File: src/rtl/mic_pkg.sv
// Shared types and constants for the microphone ADC capture path.
package mic_pkg;

  typedef enum logic [1:0] {
    ST_IDLE  = 2'd0,
    ST_SETUP = 2'd1,
    ST_SHIFT = 2'd2,
    ST_HOLD  = 2'd3
  } mic_state_e;

  localparam int FRAME_BITS     = 16;
  localparam int LEAD_ZEROS     = 4;
  localparam int DATA_BITS      = 12;

  localparam int DEF_CLK_DIV    = 4;
  localparam int DEF_SAMPLE_DIV = 2268;

endpackage

File: src/rtl/mic_slot_timer.sv
// Sample-slot counter: runs 0..SAMPLE_DIV-1 while enabled, parked at 0 otherwise.
// slot_start_o marks the first cycle of each slot.
module mic_slot_timer #(
  parameter int SAMPLE_DIV = 2268
) (
  input  logic clk,
  input  logic rst_n,
  input  logic enable_i,
  output logic slot_start_o
);

  localparam int CW = $clog2(SAMPLE_DIV);
  localparam logic [CW-1:0] CNT_LAST = CW'(SAMPLE_DIV - 1);

  logic [CW-1:0] cnt_q, cnt_d;

  // Next count: hold at zero when disabled, otherwise wrap at the slot length.
  always_comb begin
    cnt_d = '0;
    if (enable_i) begin
      cnt_d = (cnt_q == CNT_LAST) ? '0 : cnt_q + CW'(1);
    end
  end

  // Slot counter register.
  always_ff @(posedge clk or negedge rst_n) begin
    if (!rst_n) cnt_q <= '0;
    else        cnt_q <= cnt_d;
  end

  assign slot_start_o = enable_i && (cnt_q == '0);

endmodule

File: src/rtl/mic_sample_reader.sv
// Serial master for an ADCS7476-style microphone ADC. Reads one 16-bit frame per
// sample slot and presents the 12-bit result through a one-entry valid/ready
// register with sticky overrun and frame-error flags.
//
//   state    | meaning
//   ---------+-----------------------------------------------------------
//   ST_IDLE  | cs_n high, waiting for the next slot start
//   ST_SETUP | cs_n low, sclk high, one half-period before the first fall
//   ST_SHIFT | 16 sclk periods; ends after the 16th low half (last capture)
//   ST_HOLD  | final sclk-high half with cs_n low, then frame completes
module mic_sample_reader
  import mic_pkg::*;
#(
  parameter int CLK_DIV    = DEF_CLK_DIV,
  parameter int SAMPLE_DIV = DEF_SAMPLE_DIV
) (
  input  logic                 clk,
  input  logic                 rst_n,
  input  logic                 enable,
  input  logic                 mic_miso,
  output logic                 mic_cs_n,
  output logic                 mic_sclk,
  output logic [DATA_BITS-1:0] sample,
  output logic [DATA_BITS-1:0] sample_signed,
  output logic                 sample_valid,
  input  logic                 sample_ready,
  output logic                 overrun,
  output logic                 frame_err,
  input  logic                 clear_flags
);

  localparam int HW = (CLK_DIV > 1) ? $clog2(CLK_DIV) : 1;
  localparam logic [HW-1:0] HALF_LAST = HW'(CLK_DIV - 1);
  localparam logic [3:0]    LAST_BIT  = 4'(FRAME_BITS - 1);

  if (CLK_DIV < 2) begin : g_chk_clk_div
    $error("mic_sample_reader: CLK_DIV must be at least 2");
  end
  if (SAMPLE_DIV < 33 * CLK_DIV + 2) begin : g_chk_sample_div
    $error("mic_sample_reader: SAMPLE_DIV must be at least 33*CLK_DIV+2");
  end

  logic slot_start;

  mic_slot_timer #(
    .SAMPLE_DIV (SAMPLE_DIV)
  ) u_slot_timer (
    .clk          (clk),
    .rst_n        (rst_n),
    .enable_i     (enable),
    .slot_start_o (slot_start)
  );

  mic_state_e            state_q, state_d;
  logic [HW-1:0]         half_q, half_d;
  logic [3:0]            bit_q, bit_d;
  logic                  sclk_q, sclk_d;
  logic                  cs_n_q, cs_n_d;
  logic [FRAME_BITS-1:0] shift_q;
  logic                  capture;
  logic                  frame_done;

  logic [DATA_BITS-1:0]  sample_q, sample_d;
  logic [DATA_BITS-1:0]  signed_q, signed_d;
  logic                  valid_q, valid_d;
  logic                  overrun_q, overrun_d;
  logic                  ferr_q, ferr_d;

  // Frame sequencer: next state, half-period/bit counters and pin levels.
  always_comb begin
    state_d    = state_q;
    half_d     = half_q;
    bit_d      = bit_q;
    sclk_d     = sclk_q;
    cs_n_d     = cs_n_q;
    capture    = 1'b0;
    frame_done = 1'b0;
    case (state_q)
      ST_IDLE: begin
        cs_n_d = 1'b1;
        sclk_d = 1'b1;
        if (slot_start) begin
          state_d = ST_SETUP;
          half_d  = HALF_LAST;
          cs_n_d  = 1'b0;
        end
      end
      ST_SETUP: begin
        if (half_q == '0) begin
          state_d = ST_SHIFT;
          half_d  = HALF_LAST;
          sclk_d  = 1'b0;
          bit_d   = '0;
        end else begin
          half_d = half_q - HW'(1);
        end
      end
      ST_SHIFT: begin
        if (half_q == '0) begin
          half_d = HALF_LAST;
          if (!sclk_q) begin
            // Rising sclk: this is the capture edge for bit_q.
            sclk_d  = 1'b1;
            capture = 1'b1;
            if (bit_q == LAST_BIT) state_d = ST_HOLD;
          end else begin
            sclk_d = 1'b0;
            bit_d  = bit_q + 4'd1;
          end
        end else begin
          half_d = half_q - HW'(1);
        end
      end
      ST_HOLD: begin
        if (half_q == '0) begin
          state_d    = ST_IDLE;
          cs_n_d     = 1'b1;
          frame_done = 1'b1;
          bit_d      = '0;
        end else begin
          half_d = half_q - HW'(1);
        end
      end
      default: begin
        state_d = ST_IDLE;
        cs_n_d  = 1'b1;
        sclk_d  = 1'b1;
        half_d  = '0;
        bit_d   = '0;
      end
    endcase
  end

  // Sequencer registers; pins return high asynchronously on reset.
  always_ff @(posedge clk or negedge rst_n) begin
    if (!rst_n) begin
      state_q <= ST_IDLE;
      half_q  <= '0;
      bit_q   <= '0;
      sclk_q  <= 1'b1;
      cs_n_q  <= 1'b1;
    end else begin
      state_q <= state_d;
      half_q  <= half_d;
      bit_q   <= bit_d;
      sclk_q  <= sclk_d;
      cs_n_q  <= cs_n_d;
    end
  end

  // Serial-in shift register, MSB of the frame arrives first.
  always_ff @(posedge clk or negedge rst_n) begin
    if (!rst_n)       shift_q <= '0;
    else if (capture) shift_q <= {shift_q[FRAME_BITS-2:0], mic_miso};
  end

  // Output register and flags; a completing frame overrides acceptance and clear.
  always_comb begin
    sample_d  = sample_q;
    signed_d  = signed_q;
    valid_d   = valid_q;
    overrun_d = overrun_q & ~clear_flags;
    ferr_d    = ferr_q & ~clear_flags;
    if (valid_q && sample_ready) valid_d = 1'b0;
    if (frame_done) begin
      sample_d = shift_q[DATA_BITS-1:0];
      signed_d = {~shift_q[DATA_BITS-1], shift_q[DATA_BITS-2:0]};
      valid_d  = 1'b1;
      if (valid_q && !sample_ready) overrun_d = 1'b1;
      if (|shift_q[FRAME_BITS-1 -: LEAD_ZEROS]) ferr_d = 1'b1;
    end
  end

  // Output registers.
  always_ff @(posedge clk or negedge rst_n) begin
    if (!rst_n) begin
      sample_q  <= '0;
      signed_q  <= {1'b1, {(DATA_BITS-1){1'b0}}};
      valid_q   <= 1'b0;
      overrun_q <= 1'b0;
      ferr_q    <= 1'b0;
    end else begin
      sample_q  <= sample_d;
      signed_q  <= signed_d;
      valid_q   <= valid_d;
      overrun_q <= overrun_d;
      ferr_q    <= ferr_d;
    end
  end

  assign mic_cs_n      = cs_n_q;
  assign mic_sclk      = sclk_q;
  assign sample        = sample_q;
  assign sample_signed = signed_q;
  assign sample_valid  = valid_q;
  assign overrun       = overrun_q;
  assign frame_err     = ferr_q;

endmodule

File: config.mk
export PLATFORM = sky130hd
export DESIGN_NAME = mic_sample_reader
export DESIGN_NICKNAME = d
export VERILOG_FILES = /design/src/rtl/mic_pkg.sv /design/src/rtl/mic_slot_timer.sv /design/src/rtl/mic_sample_reader.sv
export SDC_FILE = /design/constraint.sdc
export NUM_CORES = 1
export LEC_CHECK = 0
export CAP_MARGIN = 10
export CORE_UTILIZATION = 49
export CTS_CLUSTER_DIAMETER = 50
export DETAILED_ROUTE_END_ITERATION = 6
export HOLD_SLACK_MARGIN = 0.08
export PLACE_DENSITY = 0.79
export SLEW_MARGIN = 30
export SYNTH_ARGS = -nofsm -noshare
export SYNTH_HDL_FRONTEND = slang
export SYNTH_SLANG_ARGS = --single-unit
export TNS_END_PERCENT = 10
File: constraint.sdc
create_clock -name clk -period 1.9 [get_ports clk]
set_clock_uncertainty 0.2 [all_clocks]
set_input_delay 0.19 -clock clk [delete_from_list [all_inputs] [get_ports clk]]
set_output_delay 0.19 -clock clk [all_outputs]
set_load 0.1 [all_outputs]
# After elaboration in Yosys (flattened, before gate mapping)

Cells that the tools add are included.

Reduce and logical (&&, ||, !) cells: 19
Equality and inequality tests: 14
Divide/modulo/power cells: 0
Shift-type cells: 0
Multiply operators: 0
Bitwise gates (word level): 4
Order comparisons: 0
Multiplexer cells: 34
Add/subtract/negate cells: 3

Operator list:

| operator                | count |
|---|---|
| $mux W12                | 2 |
| $mux W2                 | 9 |
| $ne A2 B2 Y1 const B    | 8 |
| $mux W1                 | 15 |
| $add A12 B1 Y12 const B | 1 |
| $eq A12 B12 Y1 const B  | 1 |
| $logic_not A12 Y1       | 1 |
| $mux W4                 | 3 |
| $pmux W2 S4             | 1 |
| $pmux W4 S2             | 1 |
| $pmux W2 S3             | 1 |
| $reduce_and A6 Y1       | 1 |
| $reduce_bool A2 Y1      | 3 |
| $add A4 B1 Y4 const B   | 1 |
| $eq A2 B2 Y1 const B    | 2 |
| $eq A4 B4 Y1 const B    | 1 |
| $logic_not A2 Y1        | 2 |
| $reduce_and A2 Y1       | 2 |
| $reduce_and A4 Y1       | 1 |
| $reduce_or A2 Y1        | 2 |
| $reduce_or A4 Y1        | 1 |
| $logic_and A1 B1 Y1     | 3 |
| $pmux W1 S3             | 1 |
| $reduce_and A3 Y1       | 1 |
| other kinds (8)         | 10 |

Bits in latches: 0
Logic and storage cells: 86
Memory bits (read-only): 0
Memories kept: 0
Bits in writable memories: 0
Register bits: 65
Output and inout bits: 29
Input port bits: 6

# Depth between registers and ports, before layout

Depth after elaboration: 5
Gate-level depth with buffers: 8
Gate-level depth less buffers: 6

# Cells and area by module

A second synthesis with hierarchy kept.

Cell total of the unflattened synthesis: 220
Area total of the unflattened synthesis: 2607.5 sq um

By module, submodules not included:

| module            | area an instance (sq um) | times used | sequential area each (sq um) | cells each |
|---|---|---|---|---|
| mic_sample_reader | 1950.6                   | 1          | 1054.8                       | 153 |
| mic_slot_timer    | 656.9                    | 1          | 300.3                        | 67 |

# Worst setup path before layout

Ideal clock, no wire load.

Kind: register to register
From: reg sclk_q, in the netlist mic_sclk
To: reg shift_q[10]
Period minus slack after synthesis: 2.134 ns
Stages on the path, launching flop included: 6
Data arrival time: 1.809 ns
Path buffers: 3
Path slack: -0.234 ns
Required time: 1.575 ns
Path through: dfstp_2 -> clkbuf_1 -> or3_4 -> buf_6 -> buf_12 -> mux2_4

Cells in the longest elaborated chain, start to end: 3

RTL lines:

| what                     | RTL line                 | RTL |
|---|---|---|
| start: declaration       | mic_sample_reader.sv:57  | `logic sclk_q, sclk_d;` |
| start signal: assignment | mic_sample_reader.sv:146 | `sclk_q <= sclk_d;` |
| $mux W1                  | mic_sample_reader.sv:101 | `if (!sclk_q) begin` |
| $mux W1                  | mic_sample_reader.sv:99  | `if (half_q == '0) begin` |
| $mux W1                  | mic_sample_reader.sv:78  | `case (state_q)` |
| end signal: assignment   | mic_sample_reader.sv:154 | `else if (capture) shift_q <= {shift_q[FRAME_BITS-2:0], mic_miso};` |
| end: declaration         | mic_sample_reader.sv:59  | `logic [FRAME_BITS-1:0] shift_q;` |

Every way passes these cells.
A chain may end at the register's enable or synchronous reset.

# Final worst setup path

From: reg u_slot_timer.cnt_q[0]
To: reg state_q[1]

Cells in the longest elaborated chain, start to end: 4

RTL lines:

| what                               | RTL line                 | RTL |
|---|---|---|
| start: declaration                 | mic_slot_timer.sv:15     | `logic [CW-1:0] cnt_q, cnt_d;` |
| start signal: assignment           | mic_slot_timer.sv:28     | `else cnt_q <= cnt_d;` |
| $logic_not A12 Y1                  | mic_slot_timer.sv:31     | `assign slot_start_o = enable_i && (cnt_q == '0);` |
| $logic_and A1 B1 Y1                | mic_slot_timer.sv:31     |  |
| $ne A2 B2 Y1 (no source line)      | --                       |  |
| $reduce_and A6 Y1 (no source line) | --                       |  |
| end signal: assignment             | mic_sample_reader.sv:143 | `state_q <= state_d;` |
| end: declaration                   | mic_sample_reader.sv:54  | `mic_state_e state_q, state_d;` |

Every way passes these cells.

==> results.txt <==
The number of iterations in the first detailed-routing pass is 4. The endpoint type of the worst setup path was a register. TritonCTS built the clock tree. The clock slew seen by the registers of the worst setup and hold paths works out to 0.10 ns. The floorplan step set the die height to 74.9 µm. The clock buffer count from CTS came out at 5. Clock tree root buffer cell: clkbuf_8. Counting distinct cell types in the post-synthesis netlist gives 36. The run gives 0.521 as the combinational group share of total power. The final critical delay including setup and external delays is 1.92 ns, and the final setup TNS is -0.0290 ns. The share of flip-flops with an asynchronous set or reset after synthesis was 1.00; the area used by multi-input combinational logic was 1080 µm². The tools report the number of max-slew violations in the final report as 0. The fraction of the cycle the final worst path needs was 1.01; the worst setup timing slack at the placement stage was -0.105 ns.

The final reports fail on negative setup slack. When the netlist entered floorplanning its net count stood at 234. The actual slew at the worst max-slew pin is 0.548 ns. The net total in the final layout was 277; the net switching power was 2.16 mW. The die covers 5600 µm². The worst-case register-to-register setup slack was -0.02 ns. The initialized floorplan defines 26 standard-cell rows.

For this run, design rule violations remaining after detail routing come to 0. The type of the worst setup path was register to register. Yosys attributes the largest share of cell area to dfrtp_1, mux2_2, mux2_4, ha_1, buf_4. For the sequential-to-total area share from yosys stat, the log shows 0.521. The die span in x is 74.9 µm. The flow ran to the end, but the final reports show violations.

The core region is 5110 µm². After global routing the overflow that remains totals 0. The tools report the worst slew margin relative to its limit as 0.635. Count of input and output buffers: 34.

Compared with the post-synthesis result, the final layout area differs by 32.9%. The clock latency at the later pin of the worst-skew pair is 0.32 ns. The critical path required time is 1.90 ns.

The all-layer global routing usage was 0.193. Internal power comes to 2.82 mW. The number of top-level pins was 35. Counting the fill cells in the layout gives 356.

The share of post-route cells with drive strength above 1 was 0.392; the number of enable flip-flop cells after synthesis was 0. Setup violations remaining at the end of the flow were counted as 2. The slowest library cell on the worst path is dfrtp_1. After detailed routing, the average wire length per cell comes to 14.5 µm. The logs give 0.677 for the final cell utilization of the core and 1.93 ns for the critical path data arrival time. The run gives 2 as the buffer depth of the longest clock path.

The switching power share of the total is 0.433, and the initial detailed-routing violation count is 105. Power spread over the standard cell area amounts to 1440 nW/µm². The H-tree generated during clock tree synthesis spans 2 levels. The congestion estimate from routability-driven global placement came to 0.864.

For this run, the leading register cell type out of synthesis is dfrtp_1. Yosys printed 0 warnings. Final hold analysis gives a worst-case slack of 0.197 ns. The cell area after synthesis is 2600 µm², and the number of nets with antenna violations after detailed routing is 0.

For the least setup slack across all paths after layout, the log shows -0.0229 ns. The number of max-capacitance violations reported is 0, and the synthesized instance count is 219. Entering global routing, the biggest net connects 24 pins.

After detailed routing, the number of vias per cell comes to 5.18. Number of global-route vias before repair: 1762. The endpoint identified for the worst register-to-register timing path is state_q[1]$_DFFE_PN0P_. The logs give 0 for the final number of hold-violating endpoints and 0 for the antenna diode count. Summing over every cut layer, the via total after detailed routing is 1726. The longest individual stage delay on the worst path is 0.39 ns, and the number of antenna violations at the first check in global routing is 0. STA classifies the critical path startpoint as a register.

The aggregate routed wire length was 4840 µm. After synthesis, the mean cell area works out to 11.9 µm². The launching point of the worst reg2reg path was u_slot_timer.cnt_q[0]$_DFF_PN0_. The leakage power figure came out at 1.62 nW. The min-delay analysis places its worst path in the category primary input to async pin. The leading area contributor after synthesis was dfrtp_1.

The clock group share of total power was 0.157; the highest fanout seen on the critical path was 3. The signal on the critical path passes through inv_1, ha_1, and4bb_1, a41oi_2, a211oi_2, mux2_4. In the final layout, flip-flops and latches occupy 1360 µm². The worst-case IR drop observed on VDD is 972 µV. The starting density of the core is 0.509, and the post-synthesis register bit count is 54. The first global-routing pass estimated 8090 µm of wire. The area share of the largest cell type after synthesis was 0.491; the sequential share of power was 0.322. Final HPWL from detailed placement: 3490 µm. Setup repair after global routing could not meet its margin everywhere. The worst reg-to-reg path cell count was 6; the final total power was 4.98 mW. The logs give 54 for the number of sinks driven by the clock tree and 520 MHz for the maximum clock frequency.
[layout by cell type, fill, tap and decap left out, drive strengths merged, types with 2 or more instances in the layout]
cell           count
clkdlybuf4s50      4
nor3               4
clkbuf             6
xor2               2
nand2b             2
o31ai              3
nand3              7
o32a               2
o21ai              4
xnor2              8
o22ai              4
nand4              3
dfstp              3
mux2              30
buf               50
nor2              22
a21oi              3
ha                 9
nor4               2
nand2             12
a22o               4
inv               16
dfrtp             51
mux2i              2
[through the flow]
stage / std cells / instance area [µm²]
3_3_place_gp: 322 / 3300
6_report: 333 / 3460
5_1_grt: 333 / 3460
2_1_floorplan: 219 / 2640
3_5_place_dp: 322 / 3300
4_1_cts: 331 / 3420
[worst max-delay path: cells and delay by family (launching register included)]
kind	cells	cell delay, ns
AO/OA/AOI/OAI	2	0.46
flip-flops	1	0.39
multiplexers	1	0.32
AND/OR/NAND/NOR	1	0.25
adder cells (fa/ha/maj)	1	0.14
buffers and inverters	1	0.06
[cell families (layout without fill, tap and decap cells)]
family          after synthesis  count (layout)  share of synthesized area
flops                        54              54                      0.521
fa+ha+maj                     9               9                     0.0433
buf+inv                      35              79                     0.0789
mux                          32              32                      0.152
simple gates                 56              56                      0.106
xor+xnor                     10              10                     0.0337
compound gates               23              23                     0.0649
[cell usage after synthesis (3+ instances only)]
cell type and number:
o22ai_1 4, nand2_1 12, xnor2_1 8, mux2_4 10
inv_1 14, dfrtp_1 51, o21ai_0 4, mux2_2 20
buf_4 12, nand3_1 7, dfstp_2 3, ha_1 9
a21oi_1 3, o31ai_1 3, buf_2 4, a22o_1 4
nand4_1 3, nor2_1 22
[layout make-up]
class | count | share of cell area
inverter | 16 | 0.0174
clock inverter | 2 | 0.0109
multi-input combinational | 130 | 0.312
tap | 70 | 0.0253
timing repair buffer | 55 | 0.220
clock buffer | 6 | 0.0210
sequential | 54 | 0.393
[registers in the layout (all words and copies together) (netlist names)]
register,cells
u_slot_timer.cnt_q,12
overrun,1
state_q,2
sample,12
mic_sclk,1
frame_err,1
shift_q,16
half_q,2
bit_q,4
sample_signed,1
mic_cs_n,1
sample_valid,1
[per-layer routing]
layer,vias up,GRT usage,share of wire
met5,-,0,0
met3,12,0.0469,0.033
li1,822,-,-
met2,42,0.324,0.51
met4,0,0.0818,0.018
met1,850,0.238,0.44
[worst max path at each step]
stage,from,endpoint,slack [ns],cells after the start
floorplan,mic_sclk$_DFFE_PN1P_,shift_q[10]$_DFFE_PN0P_,-0.08,5
detailed placement,enable,state_q[0]$_DFFE_PN0P_,-0.10,5
CTS,u_slot_timer.cnt_q[0]$_DFF_PN0_,state_q[0]$_DFFE_PN0P_,-0.01,6
finish,u_slot_timer.cnt_q[0]$_DFF_PN0_,state_q[1]$_DFFE_PN0P_,-0.02,6
global placement,enable,state_q[0]$_DFFE_PN0P_,-0.08,5
global route,u_slot_timer.cnt_q[1]$_DFF_PN0_,state_q[1]$_DFFE_PN0P_,-0.08,6
[what timing repair did]
action	in CTS	in global routing
hold buffers	1	0
setup endpoints to repair	2	10
gates resized for setup	1	4
setup buffers	0	2
hold endpoints to repair	40	0
pin swaps	1	2
[power by group through the flow]
| stage | Combinational [mW] | Sequential [mW] | Clock [mW] |
|---|---|---|---|
| 4_1_cts | 2.52 | 1.60 | 0.785 |
| 2_1_floorplan | 1.21 | 2.12 | 0 |
| 6_report | 2.59 | 1.61 | 0.779 |
| 3_3_place_gp | 2.44 | 1.61 | 0 |
| 5_1_grt | 2.74 | 1.64 | 0.832 |
| 3_5_place_dp | 2.50 | 1.63 | 0 |
(Power assumes the default switching activity.)
